## src/rtl/jt10_adpcm_rom_arb.sv

```systemverilog
// Shared ROM arbiter for the ADPCM-A and ADPCM-B readers.
// Each reader keeps a one-byte cache; misses are fetched round-robin.
module jt10_adpcm_rom_arb #(
  parameter logic [23:0] A_BASE = 24'h000000,
  parameter logic [23:0] B_BASE = 24'h400000
) (
  input  logic        clk,
  input  logic        rst,
  input  logic [19:0] adpcma_addr,
  input  logic [3:0]  adpcma_bank,
  input  logic        adpcma_roe_n,
  output logic [7:0]  adpcma_data,
  output logic        adpcma_ok,
  input  logic [23:0] adpcmb_addr,
  input  logic        adpcmb_roe_n,
  output logic [7:0]  adpcmb_data,
  output logic        adpcmb_ok,
  output logic [23:0] mem_addr,
  output logic        mem_rd,
  input  logic [7:0]  mem_data,
  input  logic        mem_ok
);

  typedef enum logic [1:0] {
    IDLE = 2'd0,
    RD_A = 2'd1,
    RD_B = 2'd2
  } state_t;

  state_t state, state_nx;

  logic [23:0] req_a, req_b;
  logic [23:0] lat, lat_nx;
  logic [23:0] addr_nx;
  logic        rd_nx;
  logic        last_b, last_nx;

  logic        val_a, val_b;
  logic [23:0] tag_a, tag_b;
  logic [7:0]  dat_a, dat_b;

  logic hit_a, hit_b;
  logic pend_a, pend_b;
  logic grant_a, grant_b;
  logic fill_a, fill_b;

  assign req_a = {adpcma_bank, adpcma_addr};
  assign req_b = adpcmb_addr;

  assign hit_a = val_a && (tag_a == req_a);
  assign hit_b = val_b && (tag_b == req_b);

  assign pend_a = !adpcma_roe_n && !hit_a;
  assign pend_b = !adpcmb_roe_n && !hit_b;

  // On a collision, the channel not served last wins
  assign grant_a = pend_a && (!pend_b || last_b);
  assign grant_b = pend_b && !grant_a;

  assign adpcma_ok   = hit_a;
  assign adpcmb_ok   = hit_b;
  assign adpcma_data = dat_a;
  assign adpcmb_data = dat_b;

  always_comb begin
    state_nx = state;
    rd_nx    = mem_rd;
    addr_nx  = mem_addr;
    lat_nx   = lat;
    last_nx  = last_b;
    fill_a   = 1'b0;
    fill_b   = 1'b0;
    unique case (state)
      IDLE: begin
        if (grant_a) begin
          state_nx = RD_A;
          rd_nx    = 1'b1;
          addr_nx  = req_a + A_BASE;
          lat_nx   = req_a;
        end else if (grant_b) begin
          state_nx = RD_B;
          rd_nx    = 1'b1;
          addr_nx  = req_b + B_BASE;
          lat_nx   = req_b;
        end
      end
      RD_A: begin
        if (mem_ok) begin
          fill_a   = 1'b1;
          rd_nx    = 1'b0;
          state_nx = IDLE;
          last_nx  = 1'b0;
        end
      end
      RD_B: begin
        if (mem_ok) begin
          fill_b   = 1'b1;
          rd_nx    = 1'b0;
          state_nx = IDLE;
          last_nx  = 1'b1;
        end
      end
      default: begin
        state_nx = IDLE;
        rd_nx    = 1'b0;
      end
    endcase
  end

  always_ff @(posedge clk) begin
    if (rst) begin
      state    <= IDLE;
      mem_rd   <= 1'b0;
      mem_addr <= 24'd0;
      lat      <= 24'd0;
      last_b   <= 1'b1;
    end else begin
      state    <= state_nx;
      mem_rd   <= rd_nx;
      mem_addr <= addr_nx;
      lat      <= lat_nx;
      last_b   <= last_nx;
    end
  end

  // Fills use the latched tag, not the live request address
  always_ff @(posedge clk) begin
    if (rst) begin
      val_a <= 1'b0;
      tag_a <= 24'd0;
      dat_a <= 8'd0;
      val_b <= 1'b0;
      tag_b <= 24'd0;
      dat_b <= 8'd0;
    end else begin
      if (fill_a) begin
        val_a <= 1'b1;
        tag_a <= lat;
        dat_a <= mem_data;
      end
      if (fill_b) begin
        val_b <= 1'b1;
        tag_b <= lat;
        dat_b <= mem_data;
      end
    end
  end

endmodule

```

## config.mk

```make
export PLATFORM = sky130hd
export DESIGN_NAME = jt10_adpcm_rom_arb
export DESIGN_NICKNAME = d
export VERILOG_FILES = /design/src/rtl/jt10_adpcm_rom_arb.sv
export SDC_FILE = /design/constraint.sdc
export NUM_CORES = 1
export LEC_CHECK = 0
export CAP_MARGIN = 15
export CORE_MARGIN = 1
export CORE_UTILIZATION = 50
export CTS_CLUSTER_DIAMETER = 80
export DETAILED_ROUTE_END_ITERATION = 10
export HOLD_SLACK_MARGIN = 0.02
export PLACE_DENSITY = 0.8
export SYNTH_ARGS = -nofsm -noshare
export SYNTH_HDL_FRONTEND = slang
export SYNTH_SLANG_ARGS = --single-unit
export TNS_END_PERCENT = 100
```

## constraint.sdc

```tcl
create_clock -name clk -period 3.75 [get_ports clk]
set_input_delay 0.9375 -clock clk [delete_from_list [all_inputs] [get_ports clk]]
set_output_delay 0.9375 -clock clk [all_outputs]
set_load 0.03 [all_outputs]
```

==> metrics.yaml <==
logic_synthesis:
  synth-compound-area-share_pct: 14.8
  ys.flop_type: "dfxtp_1"
  synth_cells: 523
  synthMuxAreaShare_pct: 5.76
  avgSynthCellArea_um2: 8.30
  synthSimpleGateAreaFrac_pct: 16.8
  post_synth_xor_area_fraction_pct: 9.88
  synth-warning-count: 0
  synth_fp_nets: 587
  synth_top_family_by_area: "simple AND/OR/NAND/NOR gates"
  syn_area_um2: 4340
  synth_fa_ha_area_share_pct: 0.865
  ys_seq_area_share_pct: 44.3
  ys_seq_elements: 96
  synthArstFlopShare_pct: 0
  synth-edff-count: 0
  ys_types: 34
min_path:
  min-delay-start: "adpcmb_data[6]$_SDFFE_PP0P_"
  hold_end: "adpcmb_data[6]$_SDFFE_PP0P_"
  hold_class: "reg2reg"
  hold_depth: 2
clocking:
  clk_pin_slew_ps: 80
  hold_buffers: 0
  cts_setup_buffers: 0
  clock-root-buffer: "clkbuf_8"
  clock_latency_ps: 360
  cts_buffer_depth: 2
  clock_sinks: 96
  cts_tree: "yes"
  htreeDepth: 3
  numCtsBuffers: 9
  cts-resized-gates: 0
timing:
  timing.hold.ws_ps: 456
  timing.final.max_slew_violations: 0
  fin_crit_ps: 3710
  fmax_ghz: 0.270
  rsz0062_at_grt: "no"
  tightest_slew_ps: 764
  setup_viol: 0
  hold_viol: 0
  fin_skew_ps: 11.9
  final.setup.tns_ps: 0
  period_share_pct: 98.9
  max_slew_margin_pct: 49.0
power_and_ir_drop:
  seqPwrFrac_pct: 47.7
  vdd_ir_drop_max_v: 0.000215
  power_leakage_uw: 0.00202
  power_switching_share_pct: 29.5
  switchingPower_uw: 707
  clkPwrFrac_pct: 30.2
  combPwrFrac_pct: 22.2
  p_total_uw: 2390
  power_density_nw_per_um2: 434
  intPower_uw: 1690
die:
  die_w_um: 95.2
  core_area_um2: 8300
  num_io_pins: 104
  die_h_um: 95.2
  start_util_pct: 52.3
  die_area_um2: 9060
  rows: 33
critical_path:
  critPathRequiredTime_ps: 2810
  reg2reg_slack_ps: 1030
  critPathArrivalTime_ps: 2770
  r2r_cells: 8
  cp-start-kind: "input pin"
  r2r_start: "tag_b[11]$_SDFFE_PP0P_"
  slowest_delay_ps: 570
  crit_type: "in2out"
  crit_chain: "clkdlybuf4s50_1 -> xnor2_1 -> nand4_1 -> or4_1 -> nor2_1 -> buf_4"
  end_kind: "output pin"
  path_max_fanout: 2
  slowest_stage: "or4_1"
  timing.rr.end: "mem_addr[23]$_SDFFE_PP0P_"
routing:
  drtIter0Drc: 193
  avgRoutedWirePerCell_um: 16.4
  postRouteAntennaNets: 0
  drc_errors: 0
  dr.pass1.iters: 4
  drt-total-wl_um: 11500
  vias: 3788
  vias_per_cell: 5.37
finish:
  antenna_cells: 0
  drive_above_1_share_pct: 6.67
  area_growth_pct: 27.2
  n_fill_cell: 675
  nets: 660
  utilization_pct: 66.5
global_route:
  track_usage_pct: 26.3
  grt_max_degree: 51
  grt_overflow: 0
  grt_pass1_wl_um: 18100
  antenna_found_initial: 0
  grt_pass1_vias: 3758
run_status:
  status: "finished, final reports clean"
placement:
  place.detailed.hpwl_um: 8150
  place.gp.congestion: 0.848
  numPortBuffers: 103
flow_run:
  maxCapViolCount: 0
-- power groups by stage --
| stage | sequential [uW] | clock [uW] | combinational, uW |
|---|---|---|---|
| after floorplan | 1170 | 0 | 322 |
| after global placement | 1160 | 0 | 518 |
| after detailed placement | 1160 | 0 | 525 |
| after CTS | 1140 | 729 | 530 |
| after global routing | 1150 | 771 | 568 |
| final | 1140 | 722 | 531 |
-- cells in the final DEF, fill, tap and decap left out --
master / netlist / final
nor3_1: 3 / 3
o221a_2: 1 / 1
xnor2_1: 26 / 25
xnor2_2: 0 / 1
nand4_1: 6 / 6
o21ai_0: 11 / 11
bufinv_16: 0 / 2
buf_12: 1 / 1
clkinvlp_4: 0 / 2
inv_1: 4 / 4
or4_1: 1 / 1
o31ai_1: 1 / 1
o21ba_1: 1 / 1
a31oi_1: 1 / 1
nor2_1: 23 / 23
a21oi_1: 76 / 76
nand3_1: 4 / 4
clkbuf_8: 0 / 9
o32ai_1: 1 / 1
dfxtp_1: 96 / 96
nor2b_1: 1 / 1
buf_2: 1 / 1
clkinv_2: 0 / 2
xor2_1: 23 / 23
nor4_1: 4 / 4
a21boi_4: 0 / 1
ha_1: 3 / 3
buf_4: 23 / 15
a31o_2: 1 / 1
nand2_1: 135 / 135
a211oi_1: 14 / 14
clkdlybuf4s50_1: 0 / 100
o21bai_2: 2 / 2
or4_4: 1 / 1
mux2i_1: 25 / 25
o21bai_4: 1 / 1
and2_1: 2 / 2
-- worst max-delay path, delay by kind of cell --
kind	cells	cell delay (ps)
AND/OR/NAND/NOR	3	870
buffers and inverters	2	620
XOR/XNOR	1	340
-- cell usage after synthesis, drive strengths merged (3+ instances only) --
cell type  instances  area, um2
mux2i             25        250
nor4               4       25.0
clkbuf            28        105
nand4              6       37.5
dfxtp             96       1920
inv                4       15.0
a21oi             76        380
o21bai             3       41.3
nor3               3       15.0
xor2              23        201
nand2            135        507
nor2              23       86.3
nand3              4       20.0
o21ai             11       55.1
a211oi            14        105
ha                 3       37.5
buf               27        213
xnor2             26        228
-- worst max path at each step --
stage	from	endpoint	slack, ps	cells past startpoint
after floorplan	adpcma_addr[12]	adpcma_ok	670	4
after global placement	adpcmb_addr[11]	adpcmb_ok	100	6
after detailed placement	adpcmb_addr[11]	mem_addr[15]$_SDFFE_PP0P_	60	10
after CTS	adpcmb_addr[11]	adpcmb_ok	60	6
after global routing	adpcma_addr[11]	adpcma_ok	50	6
final	adpcmb_addr[11]	adpcmb_ok	40	6
-- registers in the layout, indices dropped and copies added (netlist names) --
register,cells
adpcma_data,8
adpcmb_data,8
last_b,1
lat,2
mem_addr,24
mem_rd,1
state,2
tag_a,24
tag_b,24
val_a,1
val_b,1
-- stage by stage --
step	area [um2]	worst slack [ps]	cells
2_1_floorplan	4340	667	523
3_3_place_gp	5310	100	690
3_5_place_dp	5310	55.9	690
4_1_cts	5510	55.6	705
5_1_grt	5520	46.9	705
6_report	5520	40.3	705
-- routing by layer --
metal | wire length, um | part of all wire, % | GRT usage (%)
met5 | 0 | 0 | 0
met4 | 206 | 1.8 | 9.72
met3 | 841 | 7.3 | 5.42
met2 | 5560 | 48 | 45.2
met1 | 4920 | 43 | 32.2
-- kinds of logic (layout without fill, tap and decap cells) --
kind of cell / after synthesis / in the layout
XOR/XNOR: 49 / 49
AO/OA/AOI/OAI: 111 / 111
AND/OR/NAND/NOR: 180 / 180
multiplexers: 25 / 25
buffers and inverters: 59 / 136
adder cells (fa/ha/maj): 3 / 3
flip-flops: 96 / 96
-- area by class of cell --
cell class                 instances  area [um2]  share of cell area (%)
clock buffer                       9         124                    2.24
clock inverter                     6        85.1                    1.54
inverter                           4        15.0                   0.272
multi-input combinational        368        2110                    38.1
sequential                        96        1920                    34.8
tap                              105         131                    2.38
timing repair buffer             117        1140                    20.6
No activity file was read; power rests on OpenSTA's default activity.
